`src/rtl/clock_pkg.sv`:
```
// clock_pkg: shared BCD types, field moduli and helpers for the century clock
package clock_pkg;
  typedef logic [3:0] bcd_digit_t;
  localparam int SEC_MOD = 60;
  localparam int MIN_MOD = 60;
  localparam int HOUR_MOD = 24;
  localparam int YEAR_MOD = 100;
  function automatic logic [6:0] bcd2bin(bcd_digit_t tens, bcd_digit_t ones);
    return 7'(tens) * 7'd10 + 7'(ones);
  endfunction
endpackage

```
`src/rtl/bcd_mod_counter_digit.sv`:
```
// bcd_digit: one BCD digit with up/down step, programmable wrap limit and parallel load
module bcd_digit
  import clock_pkg::*;
#(
  parameter bcd_digit_t RST = 4'd0
) (
  input  logic       clk,
  input  logic       rst_n,
  input  logic       en,
  input  logic       dir,
  input  logic       ld,
  input  bcd_digit_t ld_val,
  input  bcd_digit_t limit,
  output bcd_digit_t q,
  output bcd_digit_t d,
  output logic       tc
);
  // next value: load wins, otherwise step with wrap at limit (up) or 0 (down)
  always_comb begin
    tc = dir ? q == 4'd0 : q == limit;
    d  = ld ? ld_val : !en ? q : dir ? (tc ? limit : q - 4'd1) : (tc ? 4'd0 : q + 4'd1);
  end
  // digit register
  always_ff @(posedge clk or negedge rst_n)
    if (!rst_n) q <= RST;
    else q <= d;
endmodule

```
`src/rtl/bcd_mod_counter.sv`:
```
// bcd_mod_counter: two-digit BCD modulo counter with up/down, clear and validated load
module bcd_mod_counter
  import clock_pkg::*;
#(
  parameter int MODULUS   = 60,
  parameter int MIN_VALUE = 0
) (
  input  logic       clk,
  input  logic       rst_n,
  input  logic       tick_i,
  input  logic       dir_i,
  input  logic       clear_i,
  input  logic       load_i,
  input  bcd_digit_t load_ones_i,
  input  bcd_digit_t load_tens_i,
  output bcd_digit_t ones_o,
  output bcd_digit_t tens_o,
  output logic       carry_o,
  output logic       at_max_o,
  output logic       load_err_o
);
  localparam int MAX_VALUE = MIN_VALUE + MODULUS - 1;
  localparam bcd_digit_t MIN_O = 4'(MIN_VALUE % 10);
  localparam bcd_digit_t MIN_T = 4'(MIN_VALUE / 10);
  localparam bcd_digit_t MAX_O = 4'(MAX_VALUE % 10);
  localparam bcd_digit_t MAX_T = 4'(MAX_VALUE / 10);
  logic [6:0] ld_bin;
  logic ld_ok, at_top, at_min, up_wrap, dn_wrap, step, ld_en, ones_tc, tens_tc;
  bcd_digit_t ld_o, ld_t, ones_d, tens_d;
  // request arbitration: clear > load > tick; wraps are done as a load of the opposite end
  always_comb begin
    ld_bin  = bcd2bin(load_tens_i, load_ones_i);
    ld_ok   = load_ones_i <= 4'd9 && load_tens_i <= 4'd9 && ld_bin >= 7'(MIN_VALUE) && ld_bin <= 7'(MAX_VALUE);
    at_top  = ones_o == MAX_O && tens_o == MAX_T;
    at_min  = ones_o == MIN_O && tens_o == MIN_T;
    up_wrap = !clear_i && !load_i && tick_i && !dir_i && at_top;
    dn_wrap = !clear_i && !load_i && tick_i && dir_i && at_min;
    step    = !clear_i && !load_i && tick_i && !up_wrap && !dn_wrap;
    ld_en   = clear_i || (load_i && ld_ok) || up_wrap || dn_wrap;
    ld_o    = clear_i || up_wrap ? MIN_O : dn_wrap ? MAX_O : load_ones_i;
    ld_t    = clear_i || up_wrap ? MIN_T : dn_wrap ? MAX_T : load_tens_i;
  end
  bcd_digit #(.RST(MIN_O)) u_ones (
    .clk(clk), .rst_n(rst_n), .en(step), .dir(dir_i), .ld(ld_en), .ld_val(ld_o),
    .limit(4'd9), .q(ones_o), .d(ones_d), .tc(ones_tc)
  );
  bcd_digit #(.RST(MIN_T)) u_tens (
    .clk(clk), .rst_n(rst_n), .en(step && ones_tc), .dir(dir_i), .ld(ld_en), .ld_val(ld_t),
    .limit(4'd9), .q(tens_o), .d(tens_d), .tc(tens_tc)
  );
  // registered pulses and top-value flag taken from the next count
  always_ff @(posedge clk or negedge rst_n)
    if (!rst_n) begin
      carry_o    <= 1'b0;
      at_max_o   <= 1'b0;
      load_err_o <= 1'b0;
    end else begin
      carry_o    <= up_wrap || dn_wrap;
      at_max_o   <= ones_d == MAX_O && tens_d == MAX_T;
      load_err_o <= !clear_i && load_i && !ld_ok;
    end
endmodule

```
`config.mk`:
```
export PLATFORM = sky130hd
export DESIGN_NAME = bcd_mod_counter
export DESIGN_NICKNAME = d
export VERILOG_FILES = /design/src/rtl/clock_pkg.sv /design/src/rtl/bcd_mod_counter_digit.sv /design/src/rtl/bcd_mod_counter.sv
export SDC_FILE = /design/constraint.sdc
export NUM_CORES = 1
export LEC_CHECK = 0
export ABC_AREA = 1
export CORE_MARGIN = 8
export CORE_UTILIZATION = 60
export DETAILED_ROUTE_END_ITERATION = 16
export DONT_BUFFER_PORTS = 1
export PLACE_DENSITY = 0.76
export SKIP_LAST_GASP = 1
export SYNTH_ARGS = -nofsm -noshare
export SYNTH_HDL_FRONTEND = slang
export SYNTH_SLANG_ARGS = --single-unit
```
`constraint.sdc`:
```
create_clock -name clk -period 2.14 [get_ports clk]
set_input_delay 0.107 -clock clk [delete_from_list [all_inputs] [get_ports clk]]
set_output_delay 0.107 -clock clk [all_outputs]
set_load 0.05 [all_outputs]
```
-- Word-level counts from Yosys, hierarchy flattened
Index checks and enable logic that the tools add are counted.
- multipliers: 1
- muxes and demuxes: 16
- add/subtract/negate cells: 5
- equal/unequal tests: 5
- reduce and logical (&&, ||, !) cells: 31
- order comparisons: 4
- operators by type and width (operator ; number):
    two-way mux 4 bit ; 14
    logical AND 1 bit ; 18
    equality test 4 bit, second input constant ; 3
    adder 4 x 1 -> 4 bit, second input constant ; 2
    equality test 4 x 3 -> 1 bit, second input constant ; 2
    less-or-equal comparator 4 bit, second input constant ; 2
    zero test 4 bit ; 2
    subtractor 4 x 1 -> 4 bit, second input constant ; 2
    adder 7 x 4 -> 7 bit ; 1
    >= comparator 7 x 1 -> 1 bit, second input constant ; 1
    less-or-equal comparator 7 x 6 -> 1 bit, second input constant ; 1
    zero test 1 bit ; 6
    multiplier 4 x 3 -> 6 bit, second input constant ; 1
    logical OR 1 bit ; 5
    two-way mux 1 bit ; 2
- bits of input ports: 14
- flip-flop bits (word level): 11
- word-level logic and storage cells: 67
- output and inout port bits: 11

-- Depth between registers and ports, before layout
- depth in word-level cells: 13
- depth in mapped cells: 17
- depth with buffers taken out: 17

-- Cells and area by module
A second synthesis with hierarchy kept.
- cell total of the unflattened synthesis: 259
- area, all modules: 1508.9 um^2
- by module, submodules not included (module ; cells an instance ; times used ; area each (um^2)):
    bcd_digit ; 86 ; 2 ; 466.7
    bcd_mod_counter ; 87 ; 1 ; 575.6

-- Worst setup path before layout
Ideal clock, no wire load.
- path kind: flip-flop to flip-flop
- start point: reg u_tens.q[0]
- end point: reg at_max_o
- path slack: 0.015 ns
- setup time: 0.069 ns
- data arrival time: 2.056 ns
- period minus slack after synthesis: 2.125 ns
- stages on the path, launching flop included: 15
- cell sequence: dfrtp_1 inv_1 ha_1 nand2_1 o21ai_0 or2_2 a21oi_1 nand2_1 nand2_1 inv_1 nand3_2 nand2_2 nor2_1 nand2_1 nor2_2
- longest elaborated chain between the ends: 11
- elaborated cells between the ends (all ways): 32
- classes of those cells: add/sub: 2; eq/ne: 4; mux: 12; reduce/logical: 14
- ends and longest elaborated chain (what ; line ; RTL):
    start, declared ; bcd_mod_counter_digit.sv:14 ; output bcd_digit_t q,
    start signal, assigned ; bcd_mod_counter_digit.sv:25 ; if (!rst_n) q <= RST;
    start signal, assigned ; bcd_mod_counter_digit.sv:26 ; else q <= d;
    branches (longest 10 deep; another with adder 4 x 1 -> 4 bit) ; - ;
    logical AND 1 bit (*) ; bcd_mod_counter.sv:59 ; at_max_o <= ones_d == MAX_O && tens_d == MAX_T;
    end signal, assigned ; bcd_mod_counter.sv:55 ; at_max_o <= 1'b0;
    end signal, assigned ; bcd_mod_counter.sv:59 ;
    end, declared ; bcd_mod_counter.sv:19 ; output logic at_max_o,
Mark *: on every way between the ends.

-- Worst setup path after layout
- start point: reg u_ones.q[0]
- end point: reg at_max_o
- longest elaborated chain between the ends: 11
- elaborated cells between the ends (all ways): 31
- classes of those cells: add/sub: 2; eq/ne: 3; mux: 12; reduce/logical: 14
- ends and longest elaborated chain (what ; line):
    start, declared ; bcd_mod_counter_digit.sv:14
    start signal, assigned ; bcd_mod_counter_digit.sv:25
    start signal, assigned ; bcd_mod_counter_digit.sv:26
    branches (longest 10 deep; another with adder 4 x 1 -> 4 bit) ; -
    logical AND 1 bit (*) ; bcd_mod_counter.sv:59
Marked as above.

==> metrics.txt <==
P_sw=0.384 mW; status=completed; Area contributors post-synth=dfrtp_1 20%, nand2_1 16%, ha_1 11%; power consumption=approximately 0.83 mW; die width=around 64 um; Ys Warns=0; Routed WL=3380 um; Worst Skew=0.00839 ns; final hold vios=0; DRT antenna net count=0; drt wl/cell=13.3 um; largest net degree at the start of global routing=12; Syn-to-layout area delta=13.1%; maxcap violations=0; vias per cell=roughly 5.3; Hold Path Sink=load_err_o; Antenna Cells=0; syn nets=239; clk_lat worst skew=0.28 ns; area leader, netlist=dfrtp_1; CTS buffer count=3; post-synthesis register bit count=11; DR vias=1,359; row count=17; CTS Root Cell=clkbuf_4; final net count=256; clk buf depth=2; gr usage total=about 17%; CP required=2.36 ns; worst reg2reg startpoint=u_ones.q[0]; core area=0.00221 mm2; hold slack=0.00492 ns; r2r setup slk=0.15 ns; DRC viols=0; Least-Margin Pin Slew=approximately 0.48 ns; max-slew violations=0; CP max FO=6; CP endpoint kind=flip-flop; Logic pwr share=52.6%; HP Start=load_i; first-pass GRT wire length=5750 um; final setup fails=0; Post CTS Setup Buffer Count=0; DRT iter0 DRCs=75; Fill cells=a little over 200; via count of the first global-routing pass=approximately 1,400; CTS clk-pin slew, worst paths=0.07 ns; CTS tree=built; Leakage=0.910 nW; commonest non-fill, non-tap cells in the layout=59 x nand2_1, 36 x inv_1, 15 x nand3_1; grt ovf=0; data arrival time of the critical path=2.20 ns; Tcrit/Tclk final=92.9%; PortBufs=0; Crit. Startpoint=u_ones.q[0]; Final GP Congestion=roughly 0.90; slew margin rel.=67.7%; RSZ-0062 raised after global routing=false; Initial Util=63.3%; hold crit path type=input port to flip-flop; layout cells sized above 1=21.6%; Die H=~64 um; Crit Path Category=flip-flop to flip-flop; min cycle time layout=1.99 ns; Switching Fraction=roughly 46%; maximum vdd drop=between 0.0004 and 0.0005 V; clock power share=17.0%; synth unique cells=30; Synth Cell Area=approximately 0.0014 mm2; hold path cells=2; PwrDens=525 mW/mm2; H-tree Lvls=1; Worst Reg-to-Reg Cells=14; Max Clk Rate=503 MHz; commonest non-fill, non-tap cell in the layout=nand2_1; CP startpoint kind=flip-flop; sequential power share=a little under a third; Sink Count=11; worst r2r dst=at_max_o; die area=0.00414 mm2; Mapped Cells=211; HPWL after DPL=2850 um; First-pass DRT Iterations=4; Seq/Total Area, Yosys=19.6%; initial antenna violation count=0; syn avg cell area=6.64 um2; I/O pins=25; Pint=0.449 mW; Synth top area share=19.6%
## layout make-up
class                      instances  area, um2  share of cell area, %
multi-input combinational        154        968                   61.1
tap                               28       35.0                   2.21
inverter                          45        171                   10.8
timing repair buffer              13        109                   6.87
sequential                        11        275                   17.4
clock buffer                       4       26.3                   1.66
## routing by layer
| layer | up-vias | share of wire (%) | track usage, % | wire [um] |
|---|---|---|---|---|
| li1 | 691 | - | - | - |
| met5 | - | 0 | 0 | 0 |
| met4 | 0 | 3.3 | 8.72 | 110 |
| met3 | 11 | 4.6 | 2.96 | 155 |
| met1 | 628 | 40 | 18.4 | 1360 |
| met2 | 29 | 52 | 30.2 | 1750 |
## critical path, stage by stage, from the launching register on
cell and delay, ns:
dfrtp_1 0.41, inv_1 0.10, ha_1 0.21, nand3_2 0.14
nor2_2 0.15, nand2_4 0.09, nand3_4 0.12, inv_4 0.07
nand2_1 0.05, o21ai_0 0.09, nand3_1 0.10, nand2_1 0.08
nor2_1 0.13, nand2_1 0.09, nor2_2 0.10
## power groups by stage
stage	Clock, mW	Sequential [mW]	Combinational (mW)
final	0.142	0.253	0.439
after global routing	0.154	0.255	0.486
after CTS	0.146	0.252	0.424
after detailed placement	0	0.256	0.413
after global placement	0	0.255	0.400
after floorplan	0	0.323	0.254
## registers in the layout (all words and copies together) (netlist names)
register    flops
at_max_o        1
u_tens.q        4
carry_o         1
load_err_o      1
u_ones.q        4
## what timing repair did
item | in CTS | in global routing
endpoints found under the setup margin | 0 | 1
endpoints found under the hold margin | 13 | 0
hold buffers | 3 | 0
resized for setup | 0 | 8
## cells by family (layout without fill, tap and decap cells)
family                   after synthesis  after routing  synth area share (%)
flip-flops                            11             11                  19.6
buffers and inverters                 46             62                  12.8
AO/OA/AOI/OAI                         20             20                  7.68
adder cells (fa/ha/maj)               14             14                  13.6
XOR/XNOR                               5              5                  3.13
AND/OR/NAND/NOR                      115            115                  43.2
## through the flow
| stage | instance area, um2 | setup TNS (ns) | worst slack [ns] | instances | utilization (%) |
|---|---|---|---|---|---|
| floorplan | 1400 | 0 | 0.0148 | 211 | - |
| global placement | 1500 | 0 | 0.00678 | 248 | 68.0 |
| detailed placement | 1500 | -0.0966 | -0.0911 | 248 | 68.0 |
| CTS | 1560 | 0 | 0.106 | 255 | 70.5 |
| global route | 1590 | 0 | 0.00632 | 255 | 71.7 |
| finish | 1590 | 0 | 0.153 | 255 | 71.7 |
## cells in the mapped netlist
cell type,instances
xnor2_1,2
nand3b_1,1
nand3_2,7
nand4_1,2
nand2_1,60
nor2_1,12
nor3_1,2
fa_1,2
or2_2,1
inv_2,7
inv_4,1
nand2_4,4
nand3_1,15
a31o_2,1
buf_4,1
dfrtp_1,11
nor2_2,3
inv_1,37
nand3_4,1
xor2_1,3
ha_1,12
nor3_4,1
nor2_8,1
nand2_2,3
a211oi_1,1
nor2_4,1
nor4_1,1
a21oi_1,5
o21ai_0,12
o22ai_1,1
## worst max-delay path by stage
stage                to  slack [ns]
6_report       at_max_o        0.15
5_1_grt        at_max_o       0.006
4_1_cts        at_max_o        0.11
3_5_place_dp   at_max_o       -0.09
3_3_place_gp   at_max_o       0.007
2_1_floorplan  at_max_o        0.01
Power figures use the tool's default switching activity.
